$ cat src/rtl/port_arbiter.sv
// port_arbiter: three-requester memory port arbiter, fixed priority IC > MVU > Ctrl, with burst lock and lock timeout.
// Define PORT_ARBITER_AGING_EN to add MVU/Ctrl wait counters that override priority once starved.
module port_arbiter #(
  parameter int A       = 9,
  parameter int W       = 128,
  parameter int MAXLOCK = 16,
  parameter int MAXWAIT = 8
) (
  input  logic         clk,
  input  logic         rst_n,
  input  logic         reqIC,
  input  logic         reqMVU,
  input  logic         reqCtrl,
  input  logic         lockIC,
  input  logic         lockMVU,
  input  logic         lockCtrl,
  input  logic         weIC,
  input  logic         weMVU,
  input  logic         weCtrl,
  input  logic [A-1:0] addrIC,
  input  logic [A-1:0] addrMVU,
  input  logic [A-1:0] addrCtrl,
  input  logic [W-1:0] dataIC,
  input  logic [W-1:0] dataMVU,
  input  logic [W-1:0] dataCtrl,
  output logic         grntIC,
  output logic         grntMVU,
  output logic         grntCtrl,
  output logic         en,
  output logic         we,
  output logic [A-1:0] addr,
  output logic [W-1:0] data
);
  typedef enum logic [1:0] {IDLE, GRANT, LOCKED} state_t;
  localparam int LW = $clog2(MAXLOCK + 1);
  localparam logic [LW-1:0] LMAX = LW'(MAXLOCK);
  state_t        r_state, w_next;
  logic [2:0]    r_grnt, w_win, w_req, w_lock, w_wev, w_elig, w_aged;
  logic [LW-1:0] r_lock_cnt, w_lock_cnt;
  logic          w_owner_hold, w_keep, w_force, w_we, r_we;
  logic [A-1:0]  w_addr, r_addr;
  logic [W-1:0]  w_data, r_data;
  assign w_req  = {reqCtrl, reqMVU, reqIC};
  assign w_lock = {lockCtrl, lockMVU, lockIC};
  assign w_wev  = {weCtrl, weMVU, weIC};
  // The current grant vector doubles as the lock owner.
  assign w_owner_hold = (r_state == LOCKED) && |(r_grnt & w_req & w_lock);
  assign w_keep       = w_owner_hold && (r_lock_cnt < LMAX);
  assign w_force      = w_owner_hold && (r_lock_cnt >= LMAX);
  assign w_elig       = w_req & ~(w_force ? r_grnt : 3'b000);
`ifdef PORT_ARBITER_AGING_EN
  localparam int CW = $clog2(MAXWAIT + 1);
  localparam logic [CW-1:0] CMAX = CW'(MAXWAIT);
  logic [CW-1:0] r_wait_mvu, r_wait_ctrl;
  assign w_aged = w_elig & {r_wait_ctrl >= CMAX, r_wait_mvu >= CMAX, 1'b0};
  // Counters saturate at the threshold and clear as soon as their owner wins.
  always_ff @(posedge clk or negedge rst_n) begin
    if (!rst_n) begin
      r_wait_mvu  <= '0;
      r_wait_ctrl <= '0;
    end else begin
      r_wait_mvu  <= (reqMVU && !w_win[1]) ? r_wait_mvu + CW'(r_wait_mvu < CMAX) : '0;
      r_wait_ctrl <= (reqCtrl && !w_win[2]) ? r_wait_ctrl + CW'(r_wait_ctrl < CMAX) : '0;
    end
  end
`else
  assign w_aged = 3'b000;
`endif
  always_ff @(posedge clk or negedge rst_n) begin
    if (!rst_n) begin
      r_state    <= IDLE;
      r_grnt     <= '0;
      r_lock_cnt <= '0;
      r_we       <= 1'b0;
      r_addr     <= '0;
      r_data     <= '0;
    end else begin
      r_state    <= w_next;
      r_grnt     <= w_win;
      r_lock_cnt <= w_lock_cnt;
      r_we       <= w_we;
      r_addr     <= w_addr;
      r_data     <= w_data;
    end
  end
  always_comb begin
    w_win  = w_keep     ? r_grnt :
             w_aged[2]  ? 3'b100 :
             w_aged[1]  ? 3'b010 :
             w_elig[0]  ? 3'b001 :
             w_elig[1]  ? 3'b010 :
             w_elig[2]  ? 3'b100 : 3'b000;
    w_next = !(|w_win) ? IDLE : |(w_win & w_lock) ? LOCKED : GRANT;
  end
  always_comb begin
    w_lock_cnt = w_keep ? r_lock_cnt + LW'(1) : (w_next == LOCKED) ? LW'(1) : '0;
    w_we       = |(w_win & w_wev);
    w_addr     = w_win[0] ? addrIC : w_win[1] ? addrMVU : w_win[2] ? addrCtrl : r_addr;
    w_data     = w_win[0] ? dataIC : w_win[1] ? dataMVU : w_win[2] ? dataCtrl : r_data;
  end
  assign {grntCtrl, grntMVU, grntIC} = r_grnt;
  assign en   = |r_grnt;
  assign we   = r_we;
  assign addr = r_addr;
  assign data = r_data;
endmodule
$ cat config.mk
export PLATFORM = sky130hd
export DESIGN_NAME = port_arbiter
export DESIGN_NICKNAME = d
export VERILOG_FILES = /design/src/rtl/port_arbiter.sv
export SDC_FILE = /design/constraint.sdc
export NUM_CORES = 1
export LEC_CHECK = 0
export ABC_AREA = 1
export CORE_AREA = 2 2 216 218
export DETAILED_ROUTE_END_ITERATION = 8
export DIE_AREA = 0 0 218 220
export PLACE_DENSITY = 0.45
export REMOVE_ABC_BUFFERS = 1
export SYNTH_ARGS = -nofsm -noshare
export SYNTH_HDL_FRONTEND = slang
export SYNTH_SLANG_ARGS = --single-unit
$ cat constraint.sdc
create_clock -name clk -period 5 [get_ports clk]
set_input_delay 0.5 -clock clk [delete_from_list [all_inputs] [get_ports clk]]
set_output_delay 0.5 -clock clk [all_outputs]
set_load 0.005 [all_outputs]
# Yosys cells after proc, flatten, opt, wreduce, memory -nomap -nowiden
# Cells that the tools add are included.
[op_classes]
magnitude_cmp = 2
bitwise = 6
mul = 0
eq_ne = 2
shifts = 0
mux = 15
n_div = 0
n_reduce_logical = 9
addsub = 1
[ops]
columns = ["operator", "n"]
rows = [
  ["$mux W128", 3],
  ["$mux W9", 3],
  ["$and A3 B3 Y3", 5],
  ["$mux W3", 5],
  ["$reduce_or A3 Y1", 5],
  ["$add A5 B1 Y5 const B", 1],
  ["$ge A5 B5 Y1 const B", 1],
  ["$lt A5 B5 Y1 const B", 1],
  ["$mux W5", 1],
  ["$eq A2 B2 Y1 const B", 2],
  ["$mux W2", 2],
  ["$logic_and A1 B1 Y1", 3],
  ["$not A3 Y3", 1],
  ["$reduce_bool A3 Y1", 1],
  ["$mux W1", 1],
]
[totals]
latchBits = 0
in_bits = 422
ff_bits = 148
mem_count = 0
rom_bits = 0
mem_bits_rw = 0

# Longest topological paths before layout
[depth]
ltp_word = 19
ltp_mapped = 14

# Worst setup path after synthesis
# OpenSTA, ideal clock, no wires.
[synth_timing]
kind = "input to register"
start = "in lockIC"
end = "reg r_data[84], in the netlist data[84]"
path_slack_ps = 3124
path_buffers = 2
setup_time_ps = 117
t_arrival_ps = 1758
path_stages = 10
cell_sequence = "nand3_1 > nand3_2 > nand3b_4 > nand2_2 > o21ai_2 > buf_2 > clkbuf_1 > or2_2 > nand3_1 > nand2_1"
[synth_via]
elab_chain_len = 12
elab_cells_between_ends = 15
[synth_lines]
columns = ["item", "line_no", "source"]
rows = [
  ["from (decl)", "14", "input logic lockIC,"],
  ["$and A3 B3 Y3 *", "47", "assign w_owner_hold = (r_state == LOCKED) && |(r_grnt & w_req & w_lock);"],
  ["$reduce_or A3 Y1 *", "47", ""],
  ["$logic_and A1 B1 Y1 *", "47", ""],
  ["$logic_and A1 B1 Y1", "49", "assign w_force = w_owner_hold && (r_lock_cnt >= LMAX);"],
  ["$mux W3", "50", "assign w_elig = w_req & ~(w_force ? r_grnt : 3'b000);"],
  ["$not A3 Y3", "50", ""],
  ["$and A3 B3 Y3", "50", ""],
  ["$mux W3, on equally long branches", "92, 91", ""],
  ["$mux W3, on equally long branches", "91, 90", ""],
  ["$mux W3, on equally long branches", "90, 87", ""],
  ["$mux W3 *", "87", "w_win = w_keep ? r_grnt :"],
  ["$reduce_bool A3 Y1 (no line) / $mux W128 (equally long branches)", "-", ""],
  ["to (signal assigned)", "83", "r_data <= w_data;"],
  ["to (decl)", "42", "logic [W-1:0] w_data, r_data;"],
]
# Every way passes the cells marked *; elsewhere a longest branch is shown, timed or not.
# A chain may end at the register's enable or synchronous reset.

# Final worst setup path
[layout_timing]
start = "in lockIC"
end = "reg r_data[62], in the netlist data[62]"
# Same word-level chain as after synthesis.

==> flow_summary.json <==
{
  "tritoncts": "built",
  "maxSlewViolCount": 0,
  "clock_path_buffers": 2,
  "r2r_start": "r_grnt[0]",
  "cp.arrival_ns": 3.62,
  "portBuffers": 563,
  "root_buffer": "clkbuf_16",
  "postCtsSetupBuffers": 0,
  "drt_iter0_drc": 624,
  "drt-total-wl_um": 42290,
  "grt_pass1_vias": 10140,
  "rr_worst_depth": 10,
  "fp-row-count": 79,
  "synth.area.top_cells": "dfrtp_1 42%, nand3_1 23%, nand2_1 18%, or2_2 9.6%, buf_2 2.8%",
  "overflow": 0,
  "critPathKind": "in2reg",
  "num_vias": 10380,
  "synth_top_area_share": 0.4158,
  "setup_tns_ns": 0,
  "grtUsageTotal": 0.1693,
  "status": "finished, final reports clean",
  "drc": 0,
  "endpoint_kind": "register",
  "holdWs_ns": 0.07476,
  "ys_ff_latch": 148,
  "grt_pass1_wl_um": 61990,
  "clock_skew_ns": 0.009149,
  "antenna_found_initial": 3,
  "drt_pass1_iterations": 5,
  "setup.worst_path.start": "lockIC",
  "clkLatencyLatePin_ns": 0.44,
  "dp.cells": 2343,
  "r2r_end": "data[62]",
  "syn_area_per_cell_um2": 7.025,
  "layout_commonest_cell": "clkdlybuf4s50_1",
  "critical_path.startpoint_type": "input port",
  "synthToLayoutAreaGrowth_pct": 75.97,
  "placed_cell_area_um2": 15030,
  "fin_crit_ns": 3.242,
  "max_freq_mhz": 308.4,
  "ys_seq_area_frac": 0.4158,
  "ys_warn_count": 0,
  "maxCapViolCount": 0,
  "ioPinCount": 564,
  "wire_per_inst_um": 17.79,
  "clk_pin_slew_ns": 0.06,
  "yosysUniqueCellTypes": 23,
  "vdd_drop_max_v": 0.0001973,
  "fin_cells": 2377,
  "drive_above_1_share": 0.1058,
  "viasPerCell": 4.366,
  "ctsResizeCount": 0,
  "synth_top_area_cell": "dfrtp_1",
  "core-area_um2": 45860,
  "pre_cts_ws_ns": 1.264,
  "critical_path_required_ns": 5.37,
  "p_leak_nw": 6.869,
  "numCtsBuffers": 17,
  "postCtsHoldBufs": 0,
  "clock-sinks": 148,
  "fillCellCount": 4881,
  "setup_violations": 0,
  "finalWorstSetupSlack_ns": 1.758,
  "p_per_area_nw_per_um2": 295.3,
  "grt_setup_unrepaired": "false",
  "grt_max_degree": 168,
  "htree_levels": 4,
  "hold_class": "in2async",
  "dieArea_um2": 47960,
  "final_antenna_net_count": 0,
  "cp-endpoint": "data[62]",
  "critPathMaxFanout": 100,
  "die_h_um": 220,
  "regToRegSetupSlack_ns": 1.81,
  "worstMarginPinSlew_ns": 1.291,
  "syn-cell-area_um2": 8907,
  "post-route-period-util": 0.6484,
  "fin_area_um2": 15670,
  "max-slew-margin-rel": 0.1396,
  "nets": 2178,
  "initial_core_util": 0.1942,
  "layout_common_cells": "562 x clkdlybuf4s50_1, 426 x nand2_1, 417 x nand3_1",
  "syn_inst": 1268,
  "die_w_um": 218,
  "hold_violations": 0,
  "dp_hpwl_um": 28950,
  "gp_congestion": 0.8064
}
power breakdown:
part / internal (mW) / total [mW] / switching, mW
sequential: 1.43 / 1.56 / 0.131
combinational: 0.926 / 1.64 / 0.715
clock: 0.889 / 1.43 / 0.540
cells by family after synthesis:
| kind of cell | count (synthesis) | share of synthesized area |
|---|---|---|
| buffers and inverters | 113 | 0.05534 |
| AO/OA/AOI/OAI | 5 | 0.003933 |
| flip-flops | 148 | 0.4158 |
| adder cells (fa/ha/maj) | 1 | 0.001404 |
| XOR/XNOR | 1 | 0.0009835 |
| AND/OR/NAND/NOR | 1000 | 0.5225 |
registers in the layout, indices dropped and copies added (netlist names):
| signal | count |
|---|---|
| data | 128 |
| addr | 9 |
| r_state | 2 |
| r_grnt | 3 |
| r_lock_cnt | 5 |
| we | 1 |
worst min path at each step:
stage,from,end,cells after the start
CTS,rst_n,data[40],1
global route,rst_n,data[127],1
detailed placement,data[81],data[81],2
global placement,data[57],data[57],2
floorplan,rst_n,addr[0],0
finish,rst_n,data[31],1
per-layer routing:
layer / routed length [µm] / global-route usage
met4: 766 / 0.04422
met5: 8 / 0
met3: 3370 / 0.05369
met1: 18010 / 0.2113
met2: 20130 / 0.2815
cell usage after synthesis:
cell type / instances
nand3_1: 417
buf_1: 15
nor2_1: 10
nand4_1: 2
buf_2: 49
xor2_1: 1
o21ai_2: 2
ha_1: 1
nand3b_4: 1
clkbuf_1: 39
or2_2: 137
inv_2: 2
a21oi_1: 1
nor3b_1: 1
nand2_1: 429
and2_1: 1
nand3_2: 1
a21boi_0: 1
nand2_2: 1
dfrtp_1: 148
buf_4: 2
o21ai_0: 1
inv_1: 6
final cells by class:
cell class,instances,area [µm²],share of cell area
sequential,148,3704,0.2363
timing repair buffer,573,5787,0.3692
antenna,2,5.005,0.0003193
inverter,8,32.53,0.002076
tap,607,759.5,0.04846
multi-input combinational,1007,4748,0.3029
clock inverter,8,146.4,0.009340
clock buffer,24,491.7,0.03137
through the flow:
stage               total power [mW]  utilization
global route                   4.917       0.3417
floorplan                      2.173            -
global placement               3.244       0.3277
CTS                            4.718       0.3416
finish                         4.629       0.3417
detailed placement             3.242       0.3277
worst max-delay path: stages:
cell and delay (ns):
clkdlybuf4s50_1 0.46, nand3_1 0.12, nand3_2 0.13, nand3b_4 0.16, inv_1 0.11, nand2_4 0.40, buf_4 1.05, nand3_1 0.17
nand3_1 0.14, nand3_1 0.11, nand2_1 0.11
Power figures use the tool's default switching activity.
